===== src/rtl/fwd_hazard_ctrl.sv =====
// fwd_hazard_ctrl: operand-forwarding select and load-use stall control for
// the 5-stage pipeline. A shadow copy of the EX and MEM destination records
// sits beside the datapath. EX/MEM feeds select 01 and MEM/WB feeds select 10.
// An instruction whose producer has already reached WB reads the register
// file in ID, so forwarding needs no WB record.

module fwd_hazard_ctrl #(
    parameter int REG_AW = 5,
    parameter int CNT_W  = 16
) (
    input  logic              clk,
    input  logic              rst_n,
    input  logic              hold,
    input  logic              flush,
    input  logic              id_valid,
    input  logic [REG_AW-1:0] id_rs1,
    input  logic [REG_AW-1:0] id_rs2,
    input  logic              id_use_rs1,
    input  logic              id_use_rs2,
    input  logic [REG_AW-1:0] id_rd,
    input  logic              id_reg_write,
    input  logic              id_mem_read,
    output logic [1:0]        fwd_a_sel,
    output logic [1:0]        fwd_b_sel,
    output logic              stall,
    output logic              ex_valid,
    output logic [CNT_W-1:0]  stall_count
);

    localparam logic [1:0] SEL_RF  = 2'b00;
    localparam logic [1:0] SEL_MEM = 2'b01;  // EX/MEM ALU result
    localparam logic [1:0] SEL_WB  = 2'b10;  // MEM/WB writeback data

    // EX and MEM shadow records
    logic              ex_v, ex_rw, ex_mr;
    logic [REG_AW-1:0] ex_rd;
    logic              mem_v, mem_rw;
    logic [REG_AW-1:0] mem_rd;

    logic ex_wr_rs1, ex_wr_rs2, mem_wr_rs1, mem_wr_rs2;
    logic [1:0] sel_a_nxt, sel_b_nxt;

    // A record "writes r" only for a live, writing, non-x0 destination
    always_comb begin
        ex_wr_rs1  = ex_v  & ex_rw  & (ex_rd  == id_rs1) & (id_rs1 != '0);
        ex_wr_rs2  = ex_v  & ex_rw  & (ex_rd  == id_rs2) & (id_rs2 != '0);
        mem_wr_rs1 = mem_v & mem_rw & (mem_rd == id_rs1) & (id_rs1 != '0);
        mem_wr_rs2 = mem_v & mem_rw & (mem_rd == id_rs2) & (id_rs2 != '0);
    end

    // Load-use hazard: the load in EX has no data until it leaves MEM
    always_comb begin
        stall = id_valid & ~flush & ex_v & ex_mr & ex_rw & (ex_rd != '0) &
                ((id_use_rs1 & (ex_rd == id_rs1)) | (id_use_rs2 & (ex_rd == id_rs2)));
    end

    // Select codes for the instruction about to enter EX; EX is the youngest producer
    always_comb begin
        sel_a_nxt = SEL_RF;
        sel_b_nxt = SEL_RF;
        if (id_valid && id_use_rs1) begin
            if (ex_wr_rs1)       sel_a_nxt = SEL_MEM;
            else if (mem_wr_rs1) sel_a_nxt = SEL_WB;
        end
        if (id_valid && id_use_rs2) begin
            if (ex_wr_rs2)       sel_b_nxt = SEL_MEM;
            else if (mem_wr_rs2) sel_b_nxt = SEL_WB;
        end
    end

    // Shadow pipeline advance, select registers and stall counter
    always_ff @(posedge clk or negedge rst_n) begin
        if (!rst_n) begin
            ex_v        <= 1'b0;
            ex_rw       <= 1'b0;
            ex_mr       <= 1'b0;
            ex_rd       <= '0;
            mem_v       <= 1'b0;
            mem_rw      <= 1'b0;
            mem_rd      <= '0;
            fwd_a_sel   <= SEL_RF;
            fwd_b_sel   <= SEL_RF;
            stall_count <= '0;
        end else if (!hold) begin
            mem_v  <= ex_v;
            mem_rw <= ex_rw;
            mem_rd <= ex_rd;
            if (flush || stall) begin
                // Bubble into EX; stall already excludes flush so counting is exact
                ex_v      <= 1'b0;
                ex_rw     <= 1'b0;
                ex_mr     <= 1'b0;
                fwd_a_sel <= SEL_RF;
                fwd_b_sel <= SEL_RF;
                if (stall && (stall_count != '1))
                    stall_count <= stall_count + {{(CNT_W-1){1'b0}}, 1'b1};
            end else begin
                ex_v      <= id_valid;
                ex_rw     <= id_reg_write;
                ex_mr     <= id_mem_read;
                ex_rd     <= id_rd;
                fwd_a_sel <= sel_a_nxt;
                fwd_b_sel <= sel_b_nxt;
            end
        end
    end

    assign ex_valid = ex_v;

endmodule


===== config.mk =====
export PLATFORM = sky130hd
export DESIGN_NAME = fwd_hazard_ctrl
export DESIGN_NICKNAME = d
export VERILOG_FILES = /design/src/rtl/fwd_hazard_ctrl.sv
export SDC_FILE = /design/constraint.sdc
export NUM_CORES = 1
export LEC_CHECK = 0
export CAP_MARGIN = 40
export CORE_MARGIN = 2
export CORE_UTILIZATION = 48
export CTS_BUF_LIST = sky130_fd_sc_hd__clkbuf_8 sky130_fd_sc_hd__clkbuf_16
export DETAILED_ROUTE_END_ITERATION = 6
export GPL_TIMING_DRIVEN = 0
export PLACE_DENSITY = 0.78
export SLEW_MARGIN = 25
export SYNTH_ARGS = -nofsm -noshare
export SYNTH_HDL_FRONTEND = slang
export SYNTH_SLANG_ARGS = --single-unit

===== constraint.sdc =====
create_clock -name clk -period 2.3 [get_ports clk]
set_input_delay 0.46 -clock clk [delete_from_list [all_inputs] [get_ports clk]]
set_output_delay 0.46 -clock clk [all_outputs]
set_load 0.01 [all_outputs]

# --- Word-level counts from Yosys, hierarchy flattened ---
# Index checks and enable logic that the tools add are counted.
totals:
  ff_bits: 35
  input_bits: 24
  word_cells: 58
classes:
  addsub: 1
  eq_ne: 5
  muxes: 11
  bitwise_logic: 22
  n_reduce_logical: 9
op_table:
  columns: ["op", "count"]
  rows:
  - ["5-bit equality test", 4]
  - ["1-bit bitwise AND", 18]
  - ["16-bit by 1-bit adder with 16-bit output, second input constant", 1]
  - ["2-bit 2-to-1 mux", 8]
  - ["16-bit inequality test, second input constant", 1]
  - ["5-bit nonzero test", 3]
  - ["1-bit logical AND", 3]
  - ["1-bit 2-to-1 mux", 3]
  - ["1-bit NOT", 3]
  - ["3-bit AND reduction", 1]
  - ["2-bit AND reduction", 1]
  - ["1-bit logical OR", 1]
  - ["1-bit OR", 1]

# --- Logic depth before layout (Yosys ltp) ---
# Gate-level depths: netlist (run 1).
logic_depth:
  depth_word: 10
  mapped_depth: 8
  ltp_nobuf: 7

# --- Worst setup path after synthesis (run 1) ---
# OpenSTA, ideal clock, no wires.
synth_timing:
  kind: "flip-flop to flip-flop"
  startpoint: "reg ex_rd[1]"
  endpoint: "reg ex_rd[1]"
  arrival_time_ns: 1.939
  slack_ns: 0.236
  stages_incl_launch_ff: 7
  cell_sequence: "dfrtp_1 > or4_1 > o21ai_2 > nor2b_1 > buf_2 > nor3_4 > mux2_2"
synth_via:
  elab_chain_len: 7
  word_cells_on_any_way: 11
synth_lines:
  columns: ["item", "line_no", "rtl"]
  rows:
  - ["start, declared", "36", "logic [REG_AW-1:0] ex_rd;"]
  - ["start signal, assigned", "101", "ex_rd <= id_rd;"]
  - ["5-bit equality test", "54", "((id_use_rs1 & (ex_rd == id_rs1)) | (id_use_rs2 & (ex_rd == id_rs2)));"]
  - ["1-bit bitwise AND", "54", null]
  - ["1-bit OR", "54", null]
  - ["1-bit bitwise AND (*)", "53", "stall = id_valid & ~flush & ex_v & ex_mr & ex_rw & (ex_rd != '0) &"]
  - ["named net stall", "25", "output logic stall,"]
  - ["1-bit logical OR (*)", "88", "if (flush || stall) begin"]
  - ["1-bit NOT (no source line) (*)", null, null]
  - ["2-bit AND reduction (no source line) (*)", null, null]
# The timed path passes the listed nets; every way through them passes the cells marked *.
# A chain may end at the register's enable or synchronous reset.

# --- Worst setup path in the final report (run 1) ---
layout_timing:
  startpoint: "reg ex_rd[1]"
  endpoint: "reg ex_rd[3]"
layout_via:
  elab_chain_len: 7
  word_cells_on_any_way: 11
layout_lines:
  columns: ["item", "line_no"]
  rows:
  - ["5-bit equality test", "54"]
  - ["1-bit bitwise AND", "54"]
  - ["1-bit OR", "54"]
  - ["1-bit bitwise AND (*)", "53"]
  - ["1-bit logical OR (*)", "88"]
  - ["1-bit NOT (no source line) (*)", null]
  - ["2-bit AND reduction (no source line) (*)", null]
# Mark *: on every way between the ends. The rest lies on a longest branch, timed or not.

==> reports/metrics.yaml, run 1 <==
outcome:
  status: "finished clean"
critical_path:
  crit_top_cell: "buf_4"
  reg2reg_from: "ex_rd[1]"
  endpoint_kind: "register"
  path_max_fanout: 5
  path_class: "register to register"
  slowest_stage: "or4_4"
  cp_cell_sequence: "or4_4 -> o21ai_4 -> nor2b_1 -> buf_4 -> buf_4 -> nor3_4 -> buf_6 -> mux2_4"
  slowest_delay_ns: 0.56
  required_ns: 2.47
  arrival_ns: 2.44
  crit_start: "ex_rd[1]"
  startpoint_type: "register"
sta:
  worst_pin_slew_ns: 0.6135
  finalCritPeriodShare_pct: 98.79
  finalSetupTns_ns: 0
  finClkSkew_ns: 0.008428
  final_hold_viol_count: 0
  fin_ws_ns: 0.02780
  relSlewSlack_pct: 59.10
  maxSlewViolCount: 0
  fmax_mhz: 440.1
  fin_crit_ns: 2.272
  setup_violations: 0
placement:
  globalplace.congestion: 0.9297
  dp.final_hpwl_mm: 3.077
  post-place-ws_ns: -0.6296
  io_buffer_count: 45
clocking:
  cts.htree.levels: 2
  clk_latency_ns: 0.29
  tritoncts: "done"
  clock_path_buffers: 2
  cts_num_sinks: 35
  path_clk_slew_ns: 0.07
  cts_buffers: 5
  cts_root_buf: "clkbuf_8"
synthesis:
  netlist_instances: 157
  synth_area_per_cell_sq_um: 11.55
  ys.flop_type: "dfrtp_1"
  yosysTopAreaCell: "dfrtp_1"
  synthesis.nets: 182
  synth_seq_cells: 35
  synth_edf_count: 0
  ys_seq_area_share_pct: 48.31
  ys_top_cells_by_area: "dfrtp_1 (48%), xnor2_1 (14%), mux2_2 (7.5%), xor2_1 (3.4%), nand2_1 (3.3%)"
  synth_top_area_share_pct: 48.31
  async_reset_ff_share_pct: 100.0
  yosysWarnings: 0
  synth_area_sq_mm: 0.001813
  synth_cell_types: 33
final_layout:
  n_antenna_cell: 0
  fillers: 253
  finalNetCount: 247
  synthToLayoutAreaGrowth_pct: 44.93
  fin_util_pct: 72.31
  drive_gt1_share_pct: 23.77
drt:
  first_pass_iters: 4
  wirelength_mm: 4.571
  drc: 0
  viasPerCell: 5.454
  ant_nets: 0
  via_count: 1478
  drt_iter0_drc: 105
  wire_per_inst_microns: 16.87
power_and_ir_drop:
  power.density_mw_per_mm2: 585.7
  power.total_mw: 1.539
  ir_drop_v: 0.0004640
  leakage_nw: 1.140
grt:
  antenna_found_initial: 0
  grt-ovfl-total: 0
  track_usage_pct: 22.60
  grt_pass1_vias: 1549
  grt_pass1_wl_mm: 7.251
  grt_start_max_net_pins: 32
die:
  io_pins: 46
  rows: 22
  dieArea_sq_mm: 0.004284
  core_area_sq_mm: 0.003633
  start_util_pct: 49.90
  die-height_microns: 65.46
  die_w_microns: 65.46
min_path:
  min-delay-start: "fwd_a_sel[1]"
  min_path_type: "register to register"
job:
  max_cap_viol_count: 0
## final cells by class
type | count | area (sq um) | share of cell area (%)
multi-input combinational | 116 | 983.4 | 37.43
sequential | 35 | 879.6 | 33.48
timing repair buffer | 58 | 561.8 | 21.38
clock buffer | 5 | 68.82 | 2.619
tap | 48 | 60.06 | 2.286
clock inverter | 3 | 43.79 | 1.667
buffer | 4 | 22.52 | 0.8571
inverter | 2 | 7.507 | 0.2857
## sequential cells by signal (all words and copies together) (netlist names)
register     flops
stall_count     16
mem_v            1
ex_valid         1
ex_mr            1
ex_rd            5
mem_rd           5
fwd_a_sel        2
fwd_b_sel        2
ex_rw            1
mem_rw           1
## critical path, delay by kind of cell, from the launching register on
kind | cells | cell delay (ns)
buffers and inverters | 3 | 0.45
AOI/OAI and AO/OA | 1 | 0.14
DFF | 1 | 0.44
and+or+nand+nor | 3 | 0.81
muxes | 1 | 0.30
## final timing paths
| kind | cells past startpoint | end | slack (ns) |
|---|---|---|---|
| worst max-delay path | 8 | ex_rd[3] | 0.03 |
| worst min-delay path | 2 | fwd_a_sel[1] | 0.49 |
| worst max register to register | 8 | ex_rd[3] | 0.03 |
| worst min register to register | 2 | fwd_a_sel[1] | 0.49 |
| max in group asynchronous | 3 | ex_rd[3] | 1.38 |
| min in group asynchronous | 2 | fwd_a_sel[0] | 0.51 |
## cell families (layout without fill, tap and decap cells)
kind of cell               Yosys count  count (layout)  share of synthesized area [%]
adders and majority gates            1               1                         0.6900
muxes                               13              13                          8.075
xor gates and xnor gates            35              35                          16.91
AOI/OAI and AO/OA                   12              12                          6.419
buffers and inverters                6              72                          1.518
and+or+nand+nor                     55              55                          18.08
DFF                                 35              35                          48.31
## layout by cell type, fill, tap and decap left out, types with 3 or more instances in the layout
cell type        Yosys  routed
clkbuf_8             0       5
nor3_1               5       5
and3_1               5       5
dlygate4sd2_1        0      10
xnor2_1             28      25
mux2_2              12       8
buf_4                1      11
dfrtp_1             35      32
nand2_1             16      16
xnor2_2              0       3
nand3_1              9       9
nand4_1              7       7
clkdlybuf4s50_1      0      31
mux2_4               0       5
dfrtp_2              0       3
xor2_1               7       7
## cells in the mapped netlist (2+ instances only)
| master | n |
|---|---|
| a22o_1 | 2 |
| and3_1 | 5 |
| clkbuf_1 | 2 |
| dfrtp_1 | 35 |
| inv_1 | 2 |
| mux2_2 | 12 |
| nand2_1 | 16 |
| nand3_1 | 9 |
| nand4_1 | 7 |
| nor2_1 | 2 |
| nor2b_1 | 2 |
| nor3_1 | 5 |
| o2111ai_1 | 2 |
| o31ai_1 | 2 |
| o41ai_2 | 2 |
| or4_1 | 2 |
| xnor2_1 | 28 |
| xor2_1 | 7 |
## through the flow
step | area [sq um] | hold WS, ns | instances
6_report | 2628 | 0.4909 | 271
3_5_place_dp | 2338 | 0.2886 | 251
4_1_cts | 2536 | 0.4939 | 266
5_1_grt | 2628 | 0.5104 | 271
2_1_floorplan | 1813 | 0.1644 | 157
3_3_place_gp | 2323 | 0.4685 | 250
## layer usage
metal | track usage, % | share of wire, % | vias up
li1 | - | - | 692
met1 | 27.26 | 42 | 712
met2 | 36.99 | 48 | 64
met3 | 7.534 | 6.9 | 10
met4 | 9.635 | 2.3 | 0
met5 | 0 | 0 | -
## power by group
group | switching, mW | internal [mW] | total (mW)
combinational | 0.114 | 0.163 | 0.277
sequential | 0.0525 | 0.655 | 0.708
clock | 0.232 | 0.322 | 0.554
## timing repair
item                                   in CTS  in global routing
resized for setup                          20                 15
setup endpoints to repair                   7                 15
hold buffers                                1                  0
pin swaps                                   9                  7
setup buffers                               6                  5
endpoints found under the hold margin       4                  0
(Power assumes the default switching activity.)
==> run 2, diff against run 1 <==
--- a/config.mk
+++ b/config.mk
@@ -12,6 +12,7 @@
 export DETAILED_ROUTE_END_ITERATION = 6
 export GPL_TIMING_DRIVEN = 0
 export PLACE_DENSITY = 0.78
+export SKIP_CTS_REPAIR_TIMING = 1
 export SLEW_MARGIN = 25
 export SYNTH_ARGS = -nofsm -noshare
 export SYNTH_HDL_FRONTEND = slang
==> reports/metrics.yaml, run 2 (synthesis results as in run 1) <==
sta:
  worst_pin_slew_ns: 0.6231
  final_hold_viol_count: 0
  fin_ws_ns: 0.03662
  fin_crit_ns: 2.263
  finClkSkew_ns: 0.009804
  finalCritPeriodShare_pct: 98.41
  setup_violations: 0
  grt_setup_unrepaired: "yes"
  relSlewSlack_pct: 58.46
  fmax_mhz: 441.8
  maxSlewViolCount: 0
critical_path:
  path_class: "register to output pin"
  cp_cell_sequence: "or4_4 -> o21ai_4 -> nor2b_1 -> buf_4 -> buf_6"
  endpoint_kind: "output pin"
  reg2reg_slack_ns: 0.09
  startpoint_type: "register"
  path_max_fanout: 6
  cp_top_family: "simple AND/OR/NAND/NOR gates"
  required_ns: 1.84
  slowest_stage: "or4_4"
  cp.buffers_inverters: 2
  slowest_delay_ns: 0.56
  arrival_ns: 1.80
final_layout:
  n_antenna_cell: 0
  drive_gt1_share_pct: 21.00
  final_cell_mix: "dfrtp_1 (33), clkdlybuf4s50_1 (31), xnor2_1 (26)"
  mostFrequentLayoutCell: "dfrtp_1"
  largest_reg_flops: 16
  finalNetCount: 243
  synthToLayoutAreaGrowth_pct: 43.27
  fillers: 246
  fin_util_pct: 71.49
  largest_register: "stall_count"
  top_regs: "stall_count x16, ex_rd x5, mem_rd x5"
die:
  start_util_pct: 49.90
  die-height_microns: 65.46
  rows: 22
  dieArea_sq_mm: 0.004284
  core_area_sq_mm: 0.003633
  io_pins: 46
  die_w_microns: 65.46
placement:
  dp.final_hpwl_mm: 3.077
  globalplace.congestion: 0.9297
  post-place-ws_ns: -0.6296
  io_buffer_count: 45
grt:
  grt-ovfl-total: 0
  track_usage_pct: 21.64
  grt_pass1_wl_mm: 6.934
  antenna_found_initial: 0
  grt_start_max_net_pins: 32
  grt_pass1_vias: 1479
power_and_ir_drop:
  ir_drop_v: 0.0004642
  power.density_mw_per_mm2: 581.9
  power.total_mw: 1.511
  leakage_nw: 1.171
clocking:
  clk_latency_ns: 0.29
  path_clk_slew_ns: 0.07
  cts_num_sinks: 35
  clock_path_buffers: 2
  tritoncts: "done"
  cts_buffers: 5
  cts.htree.levels: 2
  cts_root_buf: "clkbuf_8"
drt:
  first_pass_iters: 4
  wirelength_mm: 4.487
  drc: 0
  viasPerCell: 5.536
  wire_per_inst_microns: 16.81
  drt_iter0_drc: 93
  ant_nets: 0
  via_count: 1478
outcome:
  status: "finished clean"
job:
  max_cap_viol_count: 0
min_path:
  min_path_type: "register to register"
## run 2: path summary, 6_finish.rpt
kind / start / to / depth (start not counted)
max in group asynchronous: rst_n / ex_rd[1] / 3
worst max register to register: ex_rd[2] / ex_rd[3] / 6
worst max-delay path: ex_rd[2] / stall / 5
worst min-delay path: fwd_a_sel[1] / fwd_a_sel[1] / 2
worst min register to register: fwd_a_sel[1] / fwd_a_sel[1] / 2
min in group asynchronous: rst_n / fwd_b_sel[1] / 2
## run 2: tightest hold or removal path, delay by kind of cell (launching register included)
family / cells / cell delay (ns)
flops: 1 / 0.34
simple gates: 1 / 0.07
compound gates: 1 / 0.05
## run 2: cell type report
type / count / area [sq um] / share of cell area (%)
Sequential cell: 35 / 878.3 / 33.82
Clock buffer: 5 / 68.82 / 2.649
Buffer: 4 / 22.52 / 0.8671
Inverter: 2 / 7.507 / 0.2890
Clock inverter: 3 / 43.79 / 1.686
Multi-Input combinational cell: 116 / 957.2 / 36.85
Timing Repair Buffer: 54 / 559.3 / 21.53
Tap cell: 48 / 60.06 / 2.312
## run 2: power by group
group / total, mW / internal, mW / switching [mW] / leakage [nW]
Clock: 0.550 / 0.322 / 0.227 / 0.0581
Sequential: 0.708 / 0.655 / 0.0536 / 0.460
Combinational: 0.254 / 0.143 / 0.111 / 0.652
Total: 1.51 / 1.12 / 0.392 / 1.17
## run 2: metrics by stage
stage / TNS, ns / cell area [sq um] / std cells / hold slack, ns
6_report: 0 / 2597 / 267 / 0.4904
5_1_grt: -0.04690 / 2597 / 267 / 0.5102
4_1_cts: -0.9189 / 2451 / 259 / -0.03062
3_5_place_dp: -5.940 / 2338 / 251 / 0.2886
3_3_place_gp: -5.015 / 2323 / 250 / 0.4685
2_1_floorplan: 0 / 1813 / 157 / 0.1644
## run 2: per-layer routing
| layer | global-route usage (%) | share of wire (%) | vias to the layer above |
|---|---|---|---|
| met1 | 26.36 | 41 | 716 |
| met2 | 35.71 | 48 | 65 |
| li1 | - | - | 681 |
| met5 | 0 | 0 | - |
| met3 | 6.507 | 6.5 | 16 |
| met4 | 9.115 | 4.4 | 0 |
